`src/rtl/mem_port_arbiter_if.sv`:
```
// Bus bundle between the fetch/memory stages and the shared main-memory port.
// The arbiter takes the slave view; requesters take the master view.
interface mem_port_arbiter_if #(
    parameter int ADDR_W = 32
);
    logic              if_req;
    logic [ADDR_W-1:0] if_addr;
    logic              if_done;
    logic              fetch_stall;
    logic              d_req;
    logic [ADDR_W-1:0] d_addr;
    logic              d_rw;
    logic [31:0]       d_access_size;
    logic              d_done;
    logic              mem_en;
    logic [ADDR_W-1:0] mem_addr;
    logic              mem_rw;
    logic [31:0]       mem_access_size;
    logic              mem_last;

    modport master (
        output if_req, if_addr, d_req, d_addr, d_rw, d_access_size,
        input  if_done, fetch_stall, d_done,
        input  mem_en, mem_addr, mem_rw, mem_access_size, mem_last
    );

    modport slave (
        input  if_req, if_addr, d_req, d_addr, d_rw, d_access_size,
        output if_done, fetch_stall, d_done,
        output mem_en, mem_addr, mem_rw, mem_access_size, mem_last
    );
endinterface

```
`src/rtl/mem_port_arbiter.sv`:
```
// Round-robin arbiter sharing one main-memory port between fetch and data
// requesters; each grant is issued as a burst of word beats followed by a done pulse.
module mem_port_arbiter #(
    parameter int ADDR_W    = 32,
    parameter int WORD_SIZE = 4,
    parameter int MAX_BEATS = 16
) (
    input logic               clock,
    input logic               reset_n,
    mem_port_arbiter_if.slave bus
);
    localparam int CNT_W = $clog2(MAX_BEATS) + 1;

    localparam logic [1:0] IDLE  = 2'd0;
    localparam logic [1:0] BURST = 2'd1;
    localparam logic [1:0] DONE  = 2'd2;

    localparam logic OWN_FETCH = 1'b0;
    localparam logic OWN_DATA  = 1'b1;

    logic [1:0]        state;
    logic              owner;
    logic              last_owner;
    logic              rw;
    logic [ADDR_W-1:0] base;
    logic [31:0]       size;
    logic [CNT_W-1:0]  beats;
    logic [CNT_W-1:0]  beat_cnt;

    logic              grant_data;
    logic              d_size_ok;
    logic [31:0]       d_size_eff;
    logic [ADDR_W-1:0] sel_addr;
    logic              on_last;

    always_comb begin
        d_size_ok = (bus.d_access_size == 32'd4)  || (bus.d_access_size == 32'd16) ||
                    (bus.d_access_size == 32'd32) || (bus.d_access_size == 32'd64);
        // Unsupported sizes collapse to a single-word access
        d_size_eff = d_size_ok ? bus.d_access_size : 32'(WORD_SIZE);
        if (bus.d_req && bus.if_req) begin
            grant_data = (last_owner == OWN_FETCH);
        end else begin
            grant_data = bus.d_req;
        end
        sel_addr = grant_data ? bus.d_addr : bus.if_addr;
        on_last  = (state == BURST) && (beat_cnt == beats - CNT_W'(1));
    end

    always_ff @(posedge clock or negedge reset_n) begin
        if (!reset_n) begin
            state      <= IDLE;
            owner      <= OWN_FETCH;
            last_owner <= OWN_DATA;
            rw         <= 1'b0;
            base       <= '0;
            size       <= '0;
            beats      <= '0;
            beat_cnt   <= '0;
        end else begin
            case (state)
                IDLE: begin
                    if (bus.if_req || bus.d_req) begin
                        owner    <= grant_data ? OWN_DATA : OWN_FETCH;
                        base     <= sel_addr & ~ADDR_W'(3);
                        beat_cnt <= '0;
                        state    <= BURST;
                        if (grant_data) begin
                            rw    <= bus.d_rw;
                            size  <= d_size_eff;
                            beats <= CNT_W'(d_size_eff / 32'(WORD_SIZE));
                        end else begin
                            rw    <= 1'b1;
                            size  <= 32'(WORD_SIZE);
                            beats <= CNT_W'(1);
                        end
                    end
                end
                BURST: begin
                    beat_cnt <= beat_cnt + CNT_W'(1);
                    if (on_last) begin
                        state <= DONE;
                    end
                end
                DONE: begin
                    last_owner <= owner;
                    state      <= IDLE;
                end
                default: state <= IDLE;
            endcase
        end
    end

    assign bus.mem_en          = (state == BURST);
    assign bus.mem_addr        = base + ADDR_W'(beat_cnt) * ADDR_W'(WORD_SIZE);
    assign bus.mem_rw          = rw;
    assign bus.mem_access_size = size;
    assign bus.mem_last        = on_last;
    assign bus.if_done         = (state == DONE) && (owner == OWN_FETCH);
    assign bus.d_done          = (state == DONE) && (owner == OWN_DATA);
    assign bus.fetch_stall     = bus.if_req & ~bus.if_done;
endmodule

```
`src/flat_wrapper.sv`:
```
// flat-port wrapper written by rule: the top's interface ports become plain ports
module mem_port_arbiter_flat 
#(
    parameter int ADDR_W    = 32,
    parameter int WORD_SIZE = 4,
    parameter int MAX_BEATS = 16
)
  (clock, reset_n, bus_if_req, bus_if_addr, bus_d_req, bus_d_addr, bus_d_rw, bus_d_access_size, bus_if_done, bus_fetch_stall, bus_d_done, bus_mem_en, bus_mem_addr, bus_mem_rw, bus_mem_access_size, bus_mem_last);
  mem_port_arbiter_if #(.ADDR_W(ADDR_W)) bus_i ();
  input logic clock;
  input logic reset_n;
  input wire logic [$bits(bus_i.if_req)-1:0] bus_if_req;
  input wire logic [$bits(bus_i.if_addr)-1:0] bus_if_addr;
  input wire logic [$bits(bus_i.d_req)-1:0] bus_d_req;
  input wire logic [$bits(bus_i.d_addr)-1:0] bus_d_addr;
  input wire logic [$bits(bus_i.d_rw)-1:0] bus_d_rw;
  input wire logic [$bits(bus_i.d_access_size)-1:0] bus_d_access_size;
  output wire logic [$bits(bus_i.if_done)-1:0] bus_if_done;
  output wire logic [$bits(bus_i.fetch_stall)-1:0] bus_fetch_stall;
  output wire logic [$bits(bus_i.d_done)-1:0] bus_d_done;
  output wire logic [$bits(bus_i.mem_en)-1:0] bus_mem_en;
  output wire logic [$bits(bus_i.mem_addr)-1:0] bus_mem_addr;
  output wire logic [$bits(bus_i.mem_rw)-1:0] bus_mem_rw;
  output wire logic [$bits(bus_i.mem_access_size)-1:0] bus_mem_access_size;
  output wire logic [$bits(bus_i.mem_last)-1:0] bus_mem_last;
  assign bus_i.if_req = bus_if_req;
  assign bus_i.if_addr = bus_if_addr;
  assign bus_i.d_req = bus_d_req;
  assign bus_i.d_addr = bus_d_addr;
  assign bus_i.d_rw = bus_d_rw;
  assign bus_i.d_access_size = bus_d_access_size;
  assign bus_if_done = bus_i.if_done;
  assign bus_fetch_stall = bus_i.fetch_stall;
  assign bus_d_done = bus_i.d_done;
  assign bus_mem_en = bus_i.mem_en;
  assign bus_mem_addr = bus_i.mem_addr;
  assign bus_mem_rw = bus_i.mem_rw;
  assign bus_mem_access_size = bus_i.mem_access_size;
  assign bus_mem_last = bus_i.mem_last;
  mem_port_arbiter #(.ADDR_W(ADDR_W), .WORD_SIZE(WORD_SIZE), .MAX_BEATS(MAX_BEATS)) u_core (.clock(clock), .reset_n(reset_n), .bus(bus_i));
endmodule
```
`config.mk`:
```
export PLATFORM = sky130hd
export DESIGN_NAME = mem_port_arbiter_flat
export DESIGN_NICKNAME = d
export VERILOG_FILES = /design/src/rtl/mem_port_arbiter_if.sv /design/src/rtl/mem_port_arbiter.sv /design/src/flat_wrapper.sv
export SDC_FILE = /design/constraint.sdc
export NUM_CORES = 1
export LEC_CHECK = 0
export BUFFER_PORTS_ARGS = -buffer_cell sky130_fd_sc_hd__buf_4
export CORE_ASPECT_RATIO = 2
export CORE_MARGIN = 2
export CORE_UTILIZATION = 49
export CTS_BUF_LIST = sky130_fd_sc_hd__clkbuf_2
export CTS_CLUSTER_DIAMETER = 30
export DETAILED_ROUTE_END_ITERATION = 8
export GPL_ROUTABILITY_DRIVEN = 0
export PLACE_DENSITY = 0.89
export SYNTH_ARGS = -nofsm -noshare
export SYNTH_HDL_FRONTEND = slang
export SYNTH_SLANG_ARGS = --single-unit
export TNS_END_PERCENT = 5
```
`constraint.sdc`:
```
create_clock -name clock -period 3.7 [get_ports clock]
set_clock_uncertainty 0.1 [all_clocks]
set_input_delay 0.74 -clock clock [delete_from_list [all_inputs] [get_ports clock]]
set_output_delay 0.74 -clock clock [all_outputs]
set_load 0.005 [all_outputs]
```
Word level (Yosys, flattened, before mapping)
Index checks and enable logic that the tools add are counted.
{"block": "totals", "inputBits": 101, "output_inout_bits": 70, "word_cells": 49, "regBits": 77}
{"block": "op_classes", "add_sub_neg": 3, "n_reduce_logical": 13, "n_mux": 12, "n_eq_ne": 9, "bitwise_logic": 4}
{"op": "2-to-1 mux 32 bit", "count": 3}
{"op": "adder 32 x 7 -> 32 bit", "count": 1}
{"op": "== test 32 x 3 -> 1 bit (second input constant)", "count": 1}
{"op": "== test 32 x 5 -> 1 bit (second input constant)", "count": 1}
{"op": "== test 32 x 6 -> 1 bit (second input constant)", "count": 1}
{"op": "== test 32 x 7 -> 1 bit (second input constant)", "count": 1}
{"op": "2-to-1 mux 5 bit", "count": 2}
{"op": "case mux 5 bit (2 select lines)", "count": 1}
{"op": "AND reduction 2 bit", "count": 3}
{"op": "adder 5 x 1 -> 5 bit (second input constant)", "count": 1}
{"op": "== test 5 bit", "count": 1}
{"op": "subtractor 5 x 1 -> 5 bit (second input constant)", "count": 1}
{"op": "logical AND 1 bit", "count": 4}
{"op": "logical OR 1 bit", "count": 4}
{"op": "2-to-1 mux 2 bit", "count": 2}
{"op": "inequality test 2 x 1 -> 1 bit (second input constant)", "count": 2}
{"op": "case mux 2 bit (2 select lines)", "count": 1}
{"op": "2-to-1 mux 1 bit", "count": 3}
{"op": "NOT 1 bit", "count": 3}
{"op": "== test 2 x 1 -> 1 bit (second input constant)", "count": 1}
{"op": "== test 2 bit (second input constant)", "count": 1}
{"op": "logical NOT 2 bit", "count": 1}
{"op": "nonzero test 2 bit", "count": 1}
{"op": "AND 1 bit", "count": 1}

Depth between registers and ports, before layout
{"block": "logic_depth", "depth_word": 6, "ltp_mapped": 9, "mapped_depth_nobuf": 8}

Least setup slack after synthesis
No wires, ideal clock.
{"block": "synth_path", "kind": "flip-flop to output port", "start": "register u_core.beat_cnt[0]", "end": "output port bus_mem_addr[24]", "required_ps": 2860, "arrival_time_ps": 2126, "slack_ps": 734, "n_path_buf": 0, "path_stages_with_launch": 9, "cell_sequence": "dfrtp_1 > ha_1 > inv_1 > fa_1 > nor2b_4 > o2111ai_1 > a2111oi_4 > nand3_1 > xnor2_1"}
{"block": "synth_between", "elab_chain_len": 1}
{"element": "start: declaration", "line": "mem_port_arbiter.sv:28", "text": "logic [CNT_W-1:0] beat_cnt;"}
{"element": "start signal: assignment", "line": "mem_port_arbiter.sv:80", "text": "beat_cnt <= beat_cnt + CNT_W'(1);"}
{"element": "adder 32 x 7 -> 32 bit", "line": "mem_port_arbiter.sv:95", "text": "assign bus.mem_addr = base + ADDR_W'(beat_cnt) * ADDR_W'(WORD_SIZE);"}
{"element": "end: declaration", "line": "flat_wrapper.sv:22", "text": "output wire logic [$bits(bus_i.mem_addr)-1:0] bus_mem_addr;"}
Every way passes these cells.

Worst setup path in the final report
{"block": "layout_path", "start": "register u_core.beat_cnt[0]", "end": "output port bus_mem_addr[28]"}
Same word-level chain as after synthesis.

==> results.tsv <==
metric	value	unit
status	finished, final reports clean	
Seq cells post-synth	72	
layout filler cell count	615	
Root Buffer	clkbuf_2	
commonest cells in the netlist	dfrtp_1, nand2_1, o21ai_0	
crit-path cells	ha_1 -> inv_1 -> fa_2 -> nor2b_4 -> o2111ai_4 -> a2111oi_4 -> buf_4 -> nand3_1 -> xnor2_2 -> buf_4	
Max FO, Critical Path	5	
P per Cell Area	598.0	mW/mm2
worst hold margin	0.2238	ns
area of the multi-input gates	0.001926	mm2
antenna viol nets, final	0	
post-route insts no fill	639	
via count	3405	
period utilization	97.16	%
routed len/inst	15.45	um
Sink Count	72	
Area contributors post-synth	dfrtp_1, mux2i_1, xnor2_1	
min-delay worst type	input pin to async pin	
core area	0.007545	mm2
Die ar.	0.008494	mm2
dpl cells	621	
synthesized instance count	380	
First-pass DRT Iterations	4	
PortBufs	164	
vias in the first global route	3510	
share of the synthesized area in the top cell type	46.90	%
total track usage	23.86	%
Worst setup SP type	register	
FFs w/ async S/R, synth	100.0	%
max-slew violation count	0	
Leak	2.647	nW
register area	0.001805	mm2
Num CTS Buffers	9	
library cells used by synthesis	48	
fin crit period	3.595	ns
most used cell, CP	buf_4	
final hold vios	0	
total gr overflow	0	
Pwr Total	0.003157	W
nets	649	
Critical Path AT	2.75	ns
Worst Tran Pin Value	0.8977	ns
Cell Rows	45	
H-tree depth	3	
most frequent cell after synthesis	dfrtp_1	
Worst Path Required	2.86	ns
synth warn	0	
antenna violations before repair	1	
number of max-cap violations	0	
CP Capture Type	output port	
height of the chip	128.4	um
leading area contributor after synthesis	dfrtp_1	
CP top delay family	adder cells	
Area Overhead vs Synth	39.37	%
Synth Flop Type	dfrtp_1	
largest net degree at the start of global routing	97	
first-pass GRT wire length	15580	um
Initial Util	50.22	%
share of layout cells above drive strength 1	37.68	%
slowest cell on the critical path	dfrtp_2	
Util after Layout	69.98	%
clk_lat worst skew	0.51	ns
number of synthesized flops with an enable pin	0	
Ports	171	
Die Width	66.18	um
DRT Wirelength	9870	um
Slowest Stage Delay on Critical Path	0.40	ns
Clock transition at path regs	0.20	ns
syn_area_per_cell	9.970	um2
final HPWL from detailed placement	7469	um
clock tree from TritonCTS	built	
WS Path Type	register to output port	
Seq/Total Area, Yosys	47.59	%
via/cell ratio	5.329	
clock buffer depth	2	
unrepaired setup endpoints after global routing	true	
Max-Slew Margin vs Limit	40.15	%
worst vdd ir	0.3237	mV
hold_buf cts	0	
final setup fails	0	
Highest Clock Rate	278.2	MHz
Iter 0 DRT Violations	222	
Post-Syn Area	0.003789	mm2
CP Buf/Inv Count	3	
drc violations	0	
[layout by cell type, fill, tap and decap left out, drive strengths merged, types with 10 or more instances in the layout]
master,n
mux2i,30
nand4,10
buf,168
xor2,10
inv,10
dfrtp,71
xnor2,25
and2,29
nand2,47
o21ai,38
nand3,13
nor2,14
[cell families after synthesis]
| kind of cell | Yosys count | synth area share, % |
|---|---|---|
| compound gates | 58 | 9.347 |
| xor+xnor | 35 | 8.091 |
| fa+ha+maj | 8 | 2.840 |
| buf+inv | 30 | 3.699 |
| flops | 72 | 47.59 |
| mux | 30 | 7.926 |
| other cells | 1 | 0.09898 |
| simple gates | 146 | 20.41 |
[where the power goes]
group	switching, W	leakage, nW	total (W)	internal, W
Combinational	0.000716	1.64	0.00143	0.000710
Clock	0.000283	0.0738	0.000500	0.000217
Sequential	0.000231	0.932	0.00123	0.00100
[state kept, by name, summed over array words and instances, names as in the netlist]
register,cells
u_core.base,30
u_core.beat_cnt,5
u_core.beats,4
u_core.bus.mem_access_size,28
u_core.bus.mem_rw,1
u_core.last_owner,1
u_core.owner,1
u_core.state,2
[stage by stage]
| step | cell area, um2 | setup TNS, ns | setup slack, ns |
|---|---|---|---|
| floorplan | 3792 | 0 | 0.7340 |
| global placement | 5076 | 0 | 0.3297 |
| detailed placement | 5076 | 0 | 0.2996 |
| CTS | 5228 | -0.01251 | -0.01251 |
| global route | 5280 | -0.3898 | -0.08473 |
| finish | 5280 | 0 | 0.1050 |
[worst register-to-register path, cell delays in order, from the launching register on]
cell and delay, ns:
dfrtp_1 0.44, nor2_1 0.28, nand2_1 0.15, nor3_1 0.27
and3_1 0.25, a22oi_1 0.08
[what timing repair did]
item,4_1_cts,5_1_grt
gates cloned,0,0
setup buffers,1,1
resized for setup,4,7
hold endpoints to repair,0,0
endpoints found under the setup margin,23,15
pin swaps,1,0
[path summary, 6_finish.rpt]
check,slack (ns),endpoint,startpoint,cells after the start
worst max register to register,1.99,u_core.beats[0]$_DFFE_PN0P_,u_core.state[0]$_DFFE_PN0P_,5
worst min register to register,0.41,u_core.bus.mem_access_size[18]$_DFFE_PN0P_,u_core.bus.mem_access_size[18]$_DFFE_PN0P_,1
worst max-delay path,0.11,bus_mem_addr[28],u_core.beat_cnt[0]$_DFFE_PN0P_,10
min in group clock,0.33,u_core.bus.mem_rw$_DFFE_PN0P_,bus_d_rw,2
max in group asynchronous,2.66,u_core.beat_cnt[0]$_DFFE_PN0P_,reset_n,1
worst min-delay path,0.22,u_core.state[0]$_DFFE_PN0P_,reset_n,1
[metal layers]
metal | track usage (%) | wire, um | vias up
met5 | 0 | 0 | -
met4 | 9.724 | 197 | 0
met3 | 5.332 | 476 | 15
met2 | 45.47 | 5876 | 100
met1 | 23.90 | 3321 | 1666
li1 | - | - | 1624
[area by class of cell]
| class | count | share of cell area (%) |
|---|---|---|
| repair buffers | 168 | 23.89 |
| diodes | 1 | 0.04739 |
| flip-flops and latches | 72 | 34.19 |
| clock inverters | 6 | 1.611 |
| multi-input cells | 279 | 36.47 |
| clock buffers | 9 | 0.8531 |
| well taps | 94 | 2.227 |
| inverters | 10 | 0.7109 |
(Power assumes the default switching activity.)
